$ cat src/rtl/button_bounce_gen.sv
// button_bounce_gen: drives a raw, bouncing push-button waveform (press bounce, hold, release bounce).
// Define BOUNCE_GEN_NOISE_EN to take bounce bits from a 16-bit LFSR instead of a plain toggle.
module button_bounce_gen #(
    parameter int unsigned DIV          = 500_000,
    parameter int unsigned BOUNCE_TICKS = 4,
    parameter logic [15:0] SEED         = 16'hACE1
) (
    input  logic       clk,
    input  logic       reset,
    input  logic       press,
    input  logic [7:0] hold_ticks,
    output logic       button,
    output logic       busy,
    output logic       done
);

    localparam int unsigned    CW          = $clog2(DIV);
    localparam int unsigned    BW          = $clog2(BOUNCE_TICKS + 1);
    localparam logic [CW-1:0]  DIV_LAST    = CW'(DIV - 1);
    localparam logic [BW-1:0]  BOUNCE_LAST = BW'(BOUNCE_TICKS);

    typedef enum logic [1:0] {
        IDLE,
        BOUNCE_DN,
        HOLD,
        BOUNCE_UP
    } state_t;

    state_t          state_q;
    logic [CW-1:0]   divCnt_q;
    logic [CW-1:0]   divCnt_d;
    logic [BW-1:0]   bcnt_q;
    logic [BW-1:0]   bcnt_d;
    logic [7:0]      hcnt_q;
    logic [7:0]      hcnt_d;
    logic [7:0]      holdLen_q;
    logic            button_q;
    logic            busy_q;
    logic            done_q;
    logic            tick;
    logic            bounceBit;

    // The tick generator only runs while an event is in progress; IDLE pins the count at 0.
    assign tick     = (state_q != IDLE) && (divCnt_q == DIV_LAST);
    assign divCnt_d = tick ? '0 : divCnt_q + CW'(1);
    assign bcnt_d   = bcnt_q + BW'(1);
    assign hcnt_d   = hcnt_q + 8'd1;

`ifdef BOUNCE_GEN_NOISE_EN
    localparam logic [15:0] SEED_EFF = (SEED == 16'h0000) ? 16'h0001 : SEED;

    logic [15:0] lfsr_q;
    logic [15:0] lfsr_d;

    // Fibonacci LFSR, taps 16,14,13,11; the bounce bit is the freshly shifted-in bit.
    assign lfsr_d    = {lfsr_q[14:0], lfsr_q[15] ^ lfsr_q[13] ^ lfsr_q[12] ^ lfsr_q[10]};
    assign bounceBit = lfsr_d[0];

    always_ff @(posedge clk or negedge reset) begin
        if (!reset) begin
            lfsr_q <= SEED_EFF;
        end else if (tick) begin
            lfsr_q <= lfsr_d;
        end
    end
`else
    assign bounceBit = ~button_q;
`endif

    always_ff @(posedge clk or negedge reset) begin
        if (!reset) begin
            state_q   <= IDLE;
            divCnt_q  <= '0;
            bcnt_q    <= '0;
            hcnt_q    <= '0;
            holdLen_q <= '0;
            button_q  <= 1'b0;
            busy_q    <= 1'b0;
            done_q    <= 1'b0;
        end else begin
            done_q <= 1'b0;
            unique case (state_q)
                IDLE: begin
                    divCnt_q <= '0;
                    bcnt_q   <= '0;
                    hcnt_q   <= '0;
                    button_q <= 1'b0;
                    // A press coinciding with done is dropped so events never overlap.
                    if (press && !done_q) begin
                        holdLen_q <= (hold_ticks == 8'd0) ? 8'd1 : hold_ticks;
                        button_q  <= 1'b1;
                        busy_q    <= 1'b1;
                        state_q   <= BOUNCE_DN;
                    end
                end

                BOUNCE_DN: begin
                    divCnt_q <= divCnt_d;
                    if (tick) begin
                        if (bcnt_d == BOUNCE_LAST) begin
                            bcnt_q   <= '0;
                            hcnt_q   <= '0;
                            button_q <= 1'b1;
                            state_q  <= HOLD;
                        end else begin
                            bcnt_q   <= bcnt_d;
                            button_q <= bounceBit;
                        end
                    end
                end

                HOLD: begin
                    divCnt_q <= divCnt_d;
                    if (tick) begin
                        if (hcnt_d == holdLen_q) begin
                            hcnt_q   <= '0;
                            bcnt_q   <= '0;
                            button_q <= 1'b0;
                            state_q  <= BOUNCE_UP;
                        end else begin
                            hcnt_q <= hcnt_d;
                        end
                    end
                end

                BOUNCE_UP: begin
                    divCnt_q <= divCnt_d;
                    if (tick) begin
                        if (bcnt_d == BOUNCE_LAST) begin
                            bcnt_q   <= '0;
                            button_q <= 1'b0;
                            busy_q   <= 1'b0;
                            done_q   <= 1'b1;
                            state_q  <= IDLE;
                        end else begin
                            bcnt_q   <= bcnt_d;
                            button_q <= bounceBit;
                        end
                    end
                end

                default: begin
                    state_q <= IDLE;
                end
            endcase
        end
    end

    assign button = button_q;
    assign busy   = busy_q;
    assign done   = done_q;

endmodule

$ cat config.mk
export PLATFORM = sky130hd
export DESIGN_NAME = button_bounce_gen
export DESIGN_NICKNAME = d
export VERILOG_FILES = /design/src/rtl/button_bounce_gen.sv
export SDC_FILE = /design/constraint.sdc
export NUM_CORES = 1
export LEC_CHECK = 0
export CORE_MARGIN = 2
export CORE_UTILIZATION = 45
export DETAILED_ROUTE_END_ITERATION = 10
export PLACE_DENSITY = 0.64
export RECOVER_POWER = 100
export SLEW_MARGIN = 10
export SYNTH_ARGS = -nofsm -noshare
export SYNTH_HDL_FRONTEND = slang
export SYNTH_SLANG_ARGS = --single-unit
$ cat constraint.sdc
create_clock -name clk -period 2.3 [get_ports clk]
set_clock_uncertainty 0.1 [all_clocks]
set_input_delay 0.23 -clock clk [delete_from_list [all_inputs] [get_ports clk]]
set_output_delay 0.23 -clock clk [all_outputs]
set_load 0.01 [all_outputs]
# ---- Word level (Yosys, flattened, before mapping)
# Cells that the tools add are included.
dict set report totals {
  reg_bits 43
  latchBits 0
  ramBits 0
  romBits 0
  output_inout_bits 3
  memories 0
}
dict set report op_classes {
  n_addsub 3
  mul 0
  n_div 0
  magnitude_cmp 0
  eq_ne 14
  n_shift 0
  muxes 36
  n_bitwise 1
  n_reduce_logical 16
}
# op count
set op_table {}
lappend op_table {{$mux W8} 5}
lappend op_table {{$pmux W19 S2} 1}
lappend op_table {{$pmux W8 S3} 1}
lappend op_table {{$add A19 B1 Y19 const B} 1}
lappend op_table {{$eq A19 B19 Y1 const B} 1}
lappend op_table {{$mux W19} 1}
lappend op_table {{$mux W2} 7}
lappend op_table {{$ne A2 B2 Y1 const B} 7}
lappend op_table {{$mux W1} 13}
lappend op_table {{$mux W3} 4}
lappend op_table {{$reduce_and A4 Y1} 3}
lappend op_table {{$pmux W3 S3} 1}
lappend op_table {{$add A8 B1 Y8 const B} 1}
lappend op_table {{$eq A8 B8 Y1} 1}
lappend op_table {{$logic_not A8 Y1} 1}
lappend op_table {{$pmux W2 S4} 1}
lappend op_table {{$reduce_and A7 Y1} 1}
lappend op_table {{$eq A2 B2 Y1 const B} 2}
lappend op_table {{$pmux W1 S4} 1}
lappend op_table {{$reduce_bool A2 Y1} 2}
lappend op_table {{$add A3 B1 Y3 const B} 1}
lappend op_table {{$eq A3 B3 Y1 const B} 1}
lappend op_table {{$reduce_and A3 Y1} 1}
lappend op_table {{$reduce_bool A3 Y1} 1}
lappend op_table {{other kinds (10)} 11}

# ---- Longest topological paths before layout
dict set report depth {
  ltp_word 5
  depth_mapped 9
  ltp_nobuf 8
}

# ---- Least setup slack after synthesis
# OpenSTA, ideal clock, no wires.
dict set report synth_path {
  kind {register -> register}
  startpoint {register hcnt_q[0]}
  endpoint {register state_q[1]}
  setup_ns 0.125
  t_arrival_ns 2.125
  slack_ns -0.050
  path_stages_with_launch 8
  path_buffers 0
  cell_sequence {dfrtp_1 ha_1 and3_1 a31oi_1 nor4b_4 a31oi_2 a221oi_2 mux2_4}
}
dict set report synth_between {
  elab_chain_len 4
}
# element line_no
set synth_lines {}
lappend synth_lines {{from (decl)} 34} ;# logic [7:0] hcnt_q;
lappend synth_lines {{from (signal assigned)} 121} ;# hcnt_q <= hcnt_d;
lappend synth_lines {{$add A8 B1 Y8} 47} ;# assign hcnt_d = hcnt_q + 8'd1;
lappend synth_lines {{$eq A8 B8 Y1} 115} ;# if (hcnt_d == holdLen_q) begin
lappend synth_lines {{$ne A2 B2 Y1 (no source line)} --}
lappend synth_lines {{$reduce_and A7 Y1 (no source line)} --}
lappend synth_lines {{to (signal assigned)} 72} ;# state_q <= IDLE;
lappend synth_lines {{to (signal assigned)} 119} ;# state_q <= BOUNCE_UP;
lappend synth_lines {{to (signal assigned)} 134} ;# state_q <= IDLE;
lappend synth_lines {{to (decl)} 29} ;# state_t state_q;
# Every way passes these cells.
# A chain may end at the register's enable or synchronous reset.

# ---- Worst setup path in the final report
# Same ends and word-level chain as after synthesis.

==> qor.yml <==
status: "complete, but fails checks"
violations: "setup timing"
finalSetupViolCount: 1
nFillCells: 462
dp_slack_ns: -0.0631
grt_usage_pct: 17.1
ys_types: 47
slowest_stage: "dfrtp_1"
drt_iter0_markers: 66
hold_path_class: "reg -> reg"
wl_met2_um: 2290
fmax_mhz: 428
firstDrtPassIters: 4
critPathTopFamily: "simple AND/OR/NAND/NOR gates"
crit_type: "reg -> reg"
syn_avg_cell_area_um2: 10.1
synth_top_area_share_pct: 44.5
synth_fp_nets: 260
syn-cell-area_um2: 2420
clkSinkCount: 43
gp_congestion: 0.796
worstPathArrival_ns: 2.43
ant_nets: 0
fin_crit_sh_pct: 102
ys_seq_elements: 43
cp-end-kind: "flop"
cts.clk_slew.worst_paths_ns: 0.09
grt_max_degree: 18
cpPeakStageDelay_ns: 0.43
relSlewSlack_pct: 49.7
postSynth.asyncResetShare_pct: 100
synth_most_common_cell: "dfrtp_1"
slew_viol_final: 0
grt_pass1_wl_um: 8050
wl_per_cell_um: 13.6
clk_latency_ns: 0.30
final_nets: 306
viasPerCell: 5.15
stdcell_area_um2: 3010
synth_seq_area_share_pct: 44.5
cts-root-buf: "clkbuf_8"
crit_buf_inv: 1
dpl.hpwl_um: 3620
crit_chain: "ha_4 > and3_4 > a31oi_4 > nor4b_4 > buf_4 > a31oi_4 > a221oi_4 > mux2_4"
setup_slack_ns: -0.0360
syn_to_final_growth_pct: 24.4
dieWidth_um: 77.3
top_layer_used: "met4"
leakage_nw: 1.30
drc: 0
initial_core_util_pct: 47.0
cts.path.max_buffers: 2
place_area_um2: 2810
io_buffers: 13
stdcell_count: 357
num_vias: 1838
yosysWarnings: 0
htreeDepth: 2
first_global_vias: 1721
cts_made_buffers: 5
crit_fanout: 4
placeableCoreArea_um2: 5140
placementRows: 26
fin_crit_ns: 2.34
worst_pin_slew_ns: 0.754
crit_path_start_kind: "flop"
maxCapViolCount: 0
synthCells: 240
synth.top_cells.by_count: "43 x dfrtp_1, 26 x nor2_1, 18 x nand2_1"
power_density_nw_per_um2: 974
die_h_um: 77.3
dp.cells: 343
cts_tree: "done"
required_ns: 2.39
met1Wirelength_um: 2400
synth_area_leaders: "dfrtp_1 45%, xnor2_1 5.4%, xor2_1 5.1%"
antenna_cells: 0
layout-drive-gt1-share_pct: 22.0
met3_length_um: 89
finalWirelength_um: 4850
grt_remaining_overflow: 0
critPathMostFrequentCell: "a31oi_4"
hold_viol: 0
die-area_um2: 5970
antenna_found_initial: 0
synth-edff-count: 0
synth_top_cell_by_area: "dfrtp_1"
pin_count: 14
ir_worst_vdd_mv: 0.576
rsz0062_at_grt: "yes"
ys.flop_type: "dfrtp_1"
-- final cells by class --
| cell class | instances | area (µm²) | share of cell area [%] |
|---|---|---|---|
| clock buffer | 6 | 72.6 | 2.41 |
| clock inverter | 2 | 12.5 | 0.416 |
| inverter | 12 | 45.0 | 1.50 |
| multi-input combinational | 179 | 1360 | 45.4 |
| sequential | 43 | 1080 | 35.8 |
| tap | 70 | 87.6 | 2.91 |
| timing repair buffer | 45 | 348 | 11.6 |
-- per-layer routing --
metal	vias up	track usage [%]
li1	938	-
met3	7	3.53
met1	884	23.3
met2	9	27.2
met4	0	5.89
met5	-	0
-- where the power goes --
part | internal, mW | leakage, nW | switching [mW] | total [mW]
combinational | 0.674 | 0.696 | 0.728 | 1.40
sequential | 0.917 | 0.567 | 0.133 | 1.05
clock | 0.212 | 0.0412 | 0.264 | 0.477
-- cell usage in the layout, fill, tap and decap left out, types with 3 or more instances in the layout --
cell type / netlist / routed
mux2_2: 7 / 7
o21ai_0: 7 / 7
a21oi_1: 8 / 8
o21ai_1: 5 / 4
ha_1: 9 / 8
clkdlybuf4s50_1: 0 / 9
and3_1: 5 / 4
o22ai_1: 4 / 4
xnor2_1: 15 / 13
xor2_1: 14 / 14
nor2_1: 26 / 26
nand2_1: 18 / 18
or3_1: 3 / 3
clkbuf_1: 5 / 5
nand4_1: 6 / 6
inv_1: 12 / 12
clkbuf_8: 0 / 5
dlygate4sd3_1: 0 / 4
dfrtp_1: 43 / 43
nor3_1: 4 / 4
buf_4: 0 / 25
nand3_1: 9 / 8
nand2b_1: 5 / 5
-- flip-flops by register name (all words and copies together) (netlist names) --
signal,cells
divCnt_q,19
hcnt_q,8
holdLen_q,8
bcnt_q,3
state_q,2
busy,1
button,1
done,1
-- per-stage QoR --
step / hold slack, ns / power [mW] / setup TNS [ns] / utilization (%)
after floorplan: -0.166 / 1.96 / 0 / -
after global placement: 0.0474 / 2.37 / 0 / 54.6
after detailed placement: 0.0469 / 2.39 / -0.0631 / 54.6
after CTS: 0.256 / 2.88 / -0.0136 / 56.7
after global routing: 0.425 / 3.13 / -0.464 / 58.5
final: 0.385 / 2.93 / -0.0360 / 58.5
-- kinds of logic (layout without fill, tap and decap cells) --
logic type	Yosys count	in the layout	share of synthesized area, %
compound gates	36	36	10.1
xor+xnor	29	29	10.5
fa+ha+maj	9	9	4.66
buf+inv	18	65	2.85
flops	43	43	44.5
mux	10	10	4.82
simple gates	95	95	22.5
-- path summary, 6_finish.rpt --
| check | from | endpoint | slack, ns | cells after the start |
|---|---|---|---|---|
| setup / recovery | hcnt_q[0] | state_q[1] | -0.04 | 8 |
| hold / removal | divCnt_q[0] | divCnt_q[0] | 0.38 | 1 |
| setup reg to reg | hcnt_q[0] | state_q[1] | -0.04 | 8 |
| hold reg to reg | divCnt_q[0] | divCnt_q[0] | 0.38 | 1 |
| max in group asynchronous | reset | hcnt_q[7] | 0.58 | 3 |
| min in group asynchronous | reset | bcnt_q[0] | 0.41 | 2 |
-- timing repair --
action / 4_1_cts / 5_1_grt
hold endpoints to repair: 12 / 0
hold buffers: 1 / 0
gates resized for setup: 1 / 12
buffers inserted: 1 / 4
endpoints found under the setup margin: 4 / 11
pin swaps: 2 / 5
(Power assumes the default switching activity.)
